$ cat config.mk
export PLATFORM = sky130hd
export DESIGN_NAME = adc_sampler
export DESIGN_NICKNAME = d
export VERILOG_FILES = /design/src/rtl/adc_sampler_pkg.sv /design/src/rtl/adc_sampler_sample_fifo.sv /design/src/rtl/adc_sampler.sv
export SDC_FILE = /design/constraint.sdc
export NUM_CORES = 1
export LEC_CHECK = 0
export BUFFER_PORTS_ARGS = -buffer_cell sky130_fd_sc_hd__buf_2
export CELL_PAD_IN_SITES_DETAIL_PLACEMENT = 1
export CELL_PAD_IN_SITES_GLOBAL_PLACEMENT = 1
export CORE_MARGIN = 3
export CORE_UTILIZATION = 50
export DETAILED_ROUTE_END_ITERATION = 8
export HOLD_SLACK_MARGIN = 0.06
export PLACE_DENSITY = 0.84
export SYNTH_ARGS = -nofsm -noshare
export SYNTH_HDL_FRONTEND = slang
export SYNTH_SLANG_ARGS = --single-unit
$ cat constraint.sdc
create_clock -name clock_clk -period 3.8 [get_ports clock_clk]
set_input_delay 1.14 -clock clock_clk [delete_from_list [all_inputs] [get_ports clock_clk]]
set_output_delay 1.14 -clock clock_clk [all_outputs]
set_load 0.02 [all_outputs]
$ cat src/rtl/adc_sampler_pkg.sv
// adc_sampler shared types and constants.
// FSM state encoding and ADC data/channel widths.
package adc_sampler_pkg;

  localparam int ADC_DATA_W = 12;
  localparam int ADC_CH_W   = 5;

  localparam logic [ADC_DATA_W-1:0] MID_SCALE = 12'h800;

  typedef enum logic [1:0] {
    IDLE = 2'd0,
    CMD  = 2'd1,
    WAIT = 2'd2
  } state_e;

endpackage

$ cat src/rtl/adc_sampler_sample_fifo.sv
// sample_fifo: first-word-fall-through sample buffer.
// A pop frees a slot before a same-cycle push when full.
module sample_fifo
  import adc_sampler_pkg::*;
#(
  parameter int DEPTH = 8,
  parameter int W     = ADC_DATA_W
) (
  input  logic         clk_i,
  input  logic         rst_ni,
  input  logic         push_i,
  input  logic [W-1:0] data_i,
  input  logic         pop_i,
  output logic [W-1:0] data_o,
  output logic         full_o,
  output logic         empty_o
);

  localparam int AW = $clog2(DEPTH);

  logic [W-1:0] mem_q [DEPTH];
  logic [AW:0]  wr_q, wr_d;
  logic [AW:0]  rd_q, rd_d;
  logic         do_pop;
  logic         do_push;

  assign empty_o = (wr_q == rd_q);
  assign full_o  = (wr_q[AW] != rd_q[AW]) &&
                   (wr_q[AW-1:0] == rd_q[AW-1:0]);

  assign do_pop  = pop_i && !empty_o;
  assign do_push = push_i && (!full_o || do_pop);

  assign wr_d = do_push ? wr_q + 1'b1 : wr_q;
  assign rd_d = do_pop  ? rd_q + 1'b1 : rd_q;

  // Head reads as zero while empty so the output has a reset value.
  assign data_o = empty_o ? '0 : mem_q[rd_q[AW-1:0]];

  always_ff @(posedge clk_i or negedge rst_ni) begin
    if (!rst_ni) begin
      wr_q <= '0;
      rd_q <= '0;
    end else begin
      wr_q <= wr_d;
      rd_q <= rd_d;
    end
  end

  always_ff @(posedge clk_i) begin
    if (do_push) begin
      mem_q[wr_q[AW-1:0]] <= data_i;
    end
  end

endmodule

$ cat src/rtl/adc_sampler.sv
// adc_sampler: paced ADC conversions into a FWFT sample stream.
// ADC_SAMPLER_SIGNED_EN: emit samples as two's-complement around mid-scale.
module adc_sampler
  import adc_sampler_pkg::*;
#(
  parameter int DIV        = 6250,
  parameter int CHANNEL    = 1,
  parameter int FIFO_DEPTH = 8,
  parameter int TIMEOUT    = 255
) (
  input  logic                  clock_clk,
  input  logic                  reset_sink_reset_n,
  input  logic                  enable,
  input  logic                  clear_flags,
  output logic                  command_valid,
  output logic [ADC_CH_W-1:0]   command_channel,
  output logic                  command_startofpacket,
  output logic                  command_endofpacket,
  input  logic                  command_ready,
  input  logic                  response_valid,
  input  logic [ADC_CH_W-1:0]   response_channel,
  input  logic [ADC_DATA_W-1:0] response_data,
  input  logic                  response_startofpacket,
  input  logic                  response_endofpacket,
  output logic                  sample_valid,
  output logic [ADC_DATA_W-1:0] sample_data,
  input  logic                  sample_ready,
  output logic                  overflow,
  output logic                  missed_tick,
  output logic                  timeout_err
);

  localparam int CW = $clog2(DIV);
  localparam int TW = $clog2(TIMEOUT + 1);

  state_e                state_q, state_d;
  logic [CW-1:0]         cnt_q, cnt_d;
  logic [TW-1:0]         to_q, to_d;
  logic                  ovf_q, ovf_d;
  logic                  miss_q, miss_d;
  logic                  tmo_q, tmo_d;
  logic                  tick;
  logic                  resp_hit;
  logic                  push;
  logic                  to_hit;
  logic                  full;
  logic                  empty;
  logic [ADC_DATA_W-1:0] push_data;
  logic                  unused_sop_eop;

  assign unused_sop_eop = response_startofpacket ^ response_endofpacket;

  assign command_channel       = ADC_CH_W'(CHANNEL);
  assign command_startofpacket = 1'b1;
  assign command_endofpacket   = 1'b1;
  assign command_valid         = (state_q == CMD);

  assign tick  = (cnt_q == CW'(DIV - 1));
  assign cnt_d = tick ? '0 : cnt_q + 1'b1;

  assign resp_hit = response_valid &&
                    (response_channel == ADC_CH_W'(CHANNEL));

`ifdef ADC_SAMPLER_SIGNED_EN
  assign push_data = response_data - MID_SCALE;
`else
  assign push_data = response_data;
`endif

  always_comb begin
    state_d = state_q;
    to_d    = to_q;
    push    = 1'b0;
    to_hit  = 1'b0;
    unique case (state_q)
      IDLE: begin
        if (tick && enable) state_d = CMD;
      end
      CMD: begin
        if (command_ready) begin
          state_d = WAIT;
          to_d    = '0;
        end
      end
      WAIT: begin
        if (resp_hit) begin
          push    = 1'b1;
          state_d = IDLE;
        end else if (to_q == TW'(TIMEOUT - 1)) begin
          to_hit  = 1'b1;
          state_d = IDLE;
        end else begin
          to_d = to_q + 1'b1;
        end
      end
      default: state_d = IDLE;
    endcase
  end

  // Set beats clear when both land in the same cycle.
  assign ovf_d  = (push && full && !sample_ready) |
                  (ovf_q & ~clear_flags);
  assign miss_d = (tick && state_q != IDLE) |
                  (miss_q & ~clear_flags);
  assign tmo_d  = to_hit | (tmo_q & ~clear_flags);

  always_ff @(posedge clock_clk or negedge reset_sink_reset_n) begin
    if (!reset_sink_reset_n) begin
      state_q <= IDLE;
      cnt_q   <= '0;
      to_q    <= '0;
      ovf_q   <= 1'b0;
      miss_q  <= 1'b0;
      tmo_q   <= 1'b0;
    end else begin
      state_q <= state_d;
      cnt_q   <= cnt_d;
      to_q    <= to_d;
      ovf_q   <= ovf_d;
      miss_q  <= miss_d;
      tmo_q   <= tmo_d;
    end
  end

  assign overflow     = ovf_q;
  assign missed_tick  = miss_q;
  assign timeout_err  = tmo_q;
  assign sample_valid = !empty;

  sample_fifo #(
    .DEPTH (FIFO_DEPTH),
    .W     (ADC_DATA_W)
  ) u_fifo (
    .clk_i   (clock_clk),
    .rst_ni  (reset_sink_reset_n),
    .push_i  (push),
    .data_i  (push_data),
    .pop_i   (sample_ready),
    .data_o  (sample_data),
    .full_o  (full),
    .empty_o (empty)
  );

endmodule
### Yosys cells after proc, flatten, opt, wreduce, memory -nomap -nowiden

Memory sizes are Yosys's and may differ from the RTL's.
Cells that the tools add are included.

* add/subtract/negate cells: 4
* equality and inequality tests: 13
* mux-type cells: 18
* bitwise gates (word level): 7
* reduce and logical (&&, ||, !) cells: 17

Operators with widths (number)
* 8-bit 2-to-1 mux: 3
* 8-bit case mux with 2 select lines: 1
* 13-bit by 1-bit adder with 13-bit output (second input constant): 1
* 13-bit == test (second input constant): 1
* 13-bit 2-to-1 mux: 1
* 12-bit 2-to-1 mux: 1
* 4-bit by 1-bit adder with 4-bit output (second input constant): 2
* 8-bit by 1-bit adder with 8-bit output (second input constant): 1
* 8-bit == test (second input constant): 1
* 1-bit logical AND: 8
* 2-bit 2-to-1 mux: 4
* 1-bit 2-to-1 mux: 7
* 2-bit != test (second input constant): 3
* 2-bit case mux with 3 select lines: 1
* 5-bit by 1-bit == test with 1-bit output (second input constant): 1
* 4-bit == test: 1
* 4-bit AND reduction: 1
* 2-bit nonzero test: 2
* 1-bit bitwise AND: 3
* 3-bit == test: 1
* 1-bit zero test: 3
* 3-bit != test (second input constant): 1
* 1-bit bitwise OR: 3
* 3-bit AND reduction: 1
* 7 further kinds: 7

* register bits: 34
* memory bits (writable): 96
* bits of input ports: 26
* output and inout port bits: 24
* memories kept: 1

Memory list
* u_fifo.mem_q: words 8, bits a word 12, read ports 1, clocked after memory_dff 0, write ports 1, RTL line adc_sampler_sample_fifo.sv:21 `logic [W-1:0] mem_q [DEPTH];`

### Longest topological paths before layout

* depth in word-level cells: 7
* mapped depth: 6

### Cells and area by module

A second synthesis with hierarchy kept.

* cell total of the unflattened synthesis: 351
* area total of the unflattened synthesis: 5586.6 um^2

Modules (own cells, without submodules)
* sample_fifo: instances 1, cells an instance 209, area an instance 4215.3 um^2, sequential area each 3083.0 um^2
* adc_sampler: instances 1, cells an instance 142, area an instance 1371.3 um^2, sequential area each 650.6 um^2

### Worst setup path before layout

No wires, ideal clock.

* kind: input to register
* start point: in response_channel[1]
* end point: mem u_fifo.mem_q[0][0] (netlist name) (enable)
* library setup time: 0.412 ns
* data arrival time: 3.084 ns
* data required time: 3.388 ns
* path slack: 0.304 ns
* stages: 4
* buffers on the path: 0
* cells stage by stage: nor4b_1 -> and3_1 -> o21ai_4 -> nor4_1

* longest elaborated chain between the ends: 7

RTL lines
* from (decl): RTL line adc_sampler.sv:21 `input logic [ADC_CH_W-1:0] response_channel,`
* 5-bit by 1-bit == test with 1-bit output: RTL line adc_sampler.sv:62 `(response_channel == ADC_CH_W'(CHANNEL));`
* 1-bit logical AND: RTL line adc_sampler.sv:61 `assign resp_hit = response_valid &&`
* 1-bit 2-to-1 mux: RTL line adc_sampler.sv:86 `if (resp_hit) begin`
* 1-bit 2-to-1 mux: RTL line adc_sampler.sv:75 `unique case (state_q)`
* 1-bit logical AND: RTL line adc_sampler_sample_fifo.sv:32 `assign do_push = push_i && (!full_o || do_pop);`
* 1-bit 2-to-1 mux: RTL line adc_sampler_sample_fifo.sv:51 `if (do_push) begin`
* 1-bit 2-to-1 mux (not written as such): RTL line adc_sampler_sample_fifo.sv:52 `mem_q[wr_q[AW-1:0]] <= data_i;`
* to (decl): RTL line adc_sampler_sample_fifo.sv:21

Every way passes these cells.

### Final worst setup path

* start point: reg u_fifo.rd_q[1]
* end point: out sample_data[11]

* longest elaborated chain between the ends: 2
* elaborated cells on any way between the ends: 3
* classes of those cells: eq/ne (1); mux (1); memory (1)

RTL lines
* from (decl): RTL line adc_sampler_sample_fifo.sv:23 `logic [AW:0] rd_q, rd_d;`
* from (signal assigned): RTL line adc_sampler_sample_fifo.sv:46 `rd_q <= rd_d;`
* memory read 8 x 12 bit / 4-bit == test (equally long branches)
* 12-bit 2-to-1 mux (*): RTL line adc_sampler_sample_fifo.sv:38 `assign data_o = empty_o ? '0 : mem_q[rd_q[AW-1:0]];`
* to (decl): RTL line adc_sampler.sv:26 `output logic [ADC_DATA_W-1:0] sample_data,`

Mark *: on every way between the ends. The rest lies on a longest branch, timed or not.

==> impl_results.rst <==
.. list-table::
   :header-rows: 1

   * - Metric
     - Value
   * - Run status
     - complete, no violations
   * - Destination of the worst register-to-register timing path
     - u_fifo.mem_q[6][8]
   * - Number of enable flip-flop cells after synthesis
     - 96
   * - Arrival time of the worst setup path
     - ~2200 ps
   * - Xor-xnor portion of the synthesized cell area
     - 2.87%
   * - Number of storage elements in the synthesis netlist
     - 130
   * - Via count of the routed design
     - slightly above 3,000
   * - Number of distinct standard cells referenced by the synthesized netlist
     - 44
   * - Cell count after synthesis
     - 335
   * - Worst hold margin
     - a little under 500 ps
   * - # Post-CTS Setup Buffers
     - 0
   * - Number of top-level pins
     - 50
   * - Actual slew at the worst max-slew pin
     - approximately 770 ps
   * - DRC violation count after routing
     - 0
   * - Routed WL
     - between 10 and 15 mm
   * - Hold buffer count at cts
     - 0
   * - Endpoint, Worst Hold
     - to_q[6]
   * - Effective utilization at floorplan
     - a little over half
   * - Final-report setup violation count
     - 0
   * - Depth of the worst hold-timing path
     - 1
   * - Relative slew slack
     - 48.5%
   * - Register-to-Register Path Depth
     - 5
   * - Final period demand of the worst path
     - between 3000 and 4000 ps
   * - 1st-iter DRT viols
     - between 150 and 200
   * - Total area of sequential cells
     - about 0.0037 mm^2
   * - Type of the most critical hold path
     - reg2reg
   * - Quantity of gates resized following cts
     - 0
   * - Post-place instance area
     - 0.00594 mm^2
   * - Number of inserted filler cells in the final layout
     - just under 1,000
   * - Yosys synthesis warning count
     - 0
   * - Fraction of layout instances using a drive strength above 1
     - just under 30%
   * - Number of nets in the layout
     - 430
   * - CP Data Required Time
     - about 2700 ps
   * - Worst setup SP type
     - flip-flop
   * - Total negative slack for setup checks
     - 0 ps
   * - Row cnt
     - 37
   * - Detailed Place HPWL
     - a little under 8 mm
   * - Fraction of the yosys area taken by sequential cells
     - between 60 and 70%
   * - Total routing resource utilization after global routing
     - around 22%
   * - Full die area
     - 0.0123 mm^2
   * - Clock latency of the later-clocked register in the worst-skew pair
     - ~520 ps
   * - Final Hold Vio Count
     - 0
   * - Power per cell area
     - ~480 mW/mm^2
   * - Worst Skew
     - ~8.9 ps
   * - Clock sink count
     - between 100 and 150
   * - Final cycle utilization of the critical path
     - slightly below 90%
   * - Dominant combinational cell family by area after synthesis
     - multiplexers
   * - Via/cell ratio
     - about 5.7
   * - Final design instance area without fill
     - about 0.0065 mm^2
   * - Die Span Y
     - approximately 110 um
   * - Number of antenna violations at the first check in global routing
     - 1
   * - Unrepaired setup endpoints after global routing
     - false
   * - Routed Antenna Nets
     - 0
   * - Kind of end point of the critical path
     - primary output
   * - Synthesized area per cell
     - between 15 and 20 um^2
   * - Peak supply drop
     - slightly below 0.3 mV
   * - Die X
     - between 100 and 150 um
   * - Cell Area, Synth
     - between 0.005 and 0.006 mm^2
   * - ANT cells
     - 0
   * - Pin count of the biggest net entering global routing
     - 35
   * - Remaining global-route overflow
     - 0
   * - H-tree lvl count
     - 4
   * - Routed length per placed instance
     - between 20 and 25 um
   * - Launch instance of the worst register-to-register path
     - u_fifo.rd_q[1]
   * - Register clock-pin slew on the reported worst setup and hold paths
     - around 60 ps
   * - Combined area of the multi-input logic cells
     - around 0.0017 mm^2
   * - Number of buffers inserted during clock tree synthesis
     - 17
   * - CTS tree
     - done
   * - Maximum fanout along the worst path
     - 17
   * - Placeable core region
     - ~0.011 mm^2
   * - Simple logic cell fraction of the synthesized area
     - 8.98%
   * - Number of instances in the placed design
     - between 500 and 600
   * - Min-delay src
     - to_q[6]
   * - Global-route wire length before repair
     - 20.1 mm
   * - Adder-cell share of the synthesized area
     - under 10%
   * - Maximum clock path buffer count
     - 2
   * - Share of synthesized flip-flops with an asynchronous set or reset
     - between 20% and 30%
   * - Routability cong.
     - 0.797
   * - Synth Area in Compound Gates
     - under 10%
   * - Number of global-route vias before repair
     - approximately 3,600
   * - Leak pwr
     - between 2 and 3 nW
   * - Critical path class
     - reg2out
   * - Area added between synthesis and finish
     - 18.5%
   * - Max-slew violation count
     - 0
   * - Clock root buffer
     - clkbuf_8
   * - DRT Pass-1 Iters
     - 5
   * - Portion of netlist area occupied by mux cells
     - between 10% and 20%
   * - Worst reg-to-reg setup slack
     - ~1300 ps
   * - Number of max-capacitance violations reported
     - 0
   * - Final cell count without fillers
     - between 500 and 600
   * - Number of input and output port buffers inserted
     - 40
   * - Prevailing post-synth register cell
     - edfxtp_1
   * - Peak Freq
     - about 300 MHz
how the worst max path moves through the flow:
stage | startpoint | slack [ps] | endpoint | cells after the start
5_1_grt | u_fifo.rd_q[1] | 310 | sample_data[3] | 5
2_1_floorplan | response_channel[1] | 300 | u_fifo.mem_q[0][0] | 4
3_3_place_gp | response_channel[1] | 850 | u_fifo.mem_q[6][10] | 6
4_1_cts | u_fifo.rd_q[1] | 390 | sample_data[11] | 5
6_report | u_fifo.rd_q[1] | 420 | sample_data[11] | 5
3_5_place_dp | response_channel[1] | 770 | u_fifo.mem_q[6][10] | 6
where the power goes:
part           leakage [nW]  internal (mW)  total [mW]          switching, mW
registers              1.32           1.53        1.53  0.0000000000000000212
logic                 0.941        0.00948      0.0397                 0.0302
clock network         0.270          0.988        1.56                  0.577
total                  2.53           2.52        3.13                  0.607
through the flow:
step / setup slack [ps] / power, mW / util, %
finish: 424 / 3.13 / 61.9
global route: 308 / 3.24 / 61.9
CTS: 385 / 3.16 / 61.9
detailed placement: 774 / 1.60 / 56.5
global placement: 846 / 1.59 / 56.5
floorplan: 304 / 1.57 / -
synthesized netlist by cell type, drive strengths merged, types with 5 or more instances:
cell type  count  area [um^2]
dfrtp         34          851
xor2           9         78.8
buf           15          101
mux2i         21          210
and3           9         56.3
edfxtp        96         2880
nand2         15         56.3
ha             6         75.1
clkbuf         5         18.8
nor3           5         30.0
nand4          5         31.3
inv            6         22.5
mux4          24          541
nor2          25         93.8
nand3         10         50.1
xnor2          9         78.8
o21ai          6         45.0
nand2b         7         43.8
state kept, by name, indices dropped and copies added (netlist names):
| signal | flops |
|---|---|
| u_fifo.mem_q | 96 |
| u_fifo.rd_q | 4 |
| u_fifo.wr_q | 4 |
| state_q | 2 |
| missed_tick | 1 |
| overflow | 1 |
| timeout_err | 1 |
| cnt_q | 13 |
| to_q | 8 |
layout by cell type (no fill, tap or decap), types with 3 or more instances in the layout:
| cell type | instances |
|---|---|
| xnor2_1 | 9 |
| nand3_1 | 10 |
| mux4_2 | 24 |
| and3_1 | 9 |
| dfrtp_1 | 34 |
| nand2b_1 | 7 |
| conb_1 | 7 |
| nand4_1 | 5 |
| xor2_1 | 9 |
| mux2i_1 | 21 |
| o211ai_1 | 3 |
| clkbuf_16 | 16 |
| edfxtp_1 | 96 |
| ha_1 | 6 |
| o21ai_0 | 3 |
| nand2_1 | 15 |
| inv_1 | 6 |
| buf_2 | 40 |
| nor2b_1 | 3 |
| nor2_1 | 25 |
| clkbuf_1 | 3 |
| clkinvlp_4 | 3 |
| buf_4 | 18 |
| clkinv_2 | 4 |
| bufinv_16 | 3 |
| nor3_2 | 5 |
worst max-delay path, stage by stage, from the launching register on:
cell and delay, ps:
dfrtp_1 760, buf_12 240, mux4_2 320, mux2i_1 180, nor2_1 60, buf_2 160
layout make-up:
class,count,share of cell area (%)
Clock inverter,12,2.15
Clock buffer,20,6.54
Inverter,6,0.346
Tap cell,136,2.62
Multi-Input combinational cell,184,25.5
Sequential cell,130,57.4
Timing Repair Buffer,59,5.46
metal layers:
layer,track usage (%),share of wire (%),vias to the layer above
met3,6.11,3.9,23
met1,24.7,39,1614
met4,6.40,1.7,2
met5,0,0.090,-
met2,39.0,56,77
li1,-,-,1379
kinds of logic after synthesis:
| kind of cell | after synthesis |
|---|---|
| DFF | 130 |
| and+or+nand+nor | 92 |
| muxes | 47 |
| buffers and inverters | 26 |
| xor gates and xnor gates | 18 |
| AOI/OAI and AO/OA | 14 |
| adders and majority gates | 6 |
| other | 2 |
(Power assumes the default switching activity.)
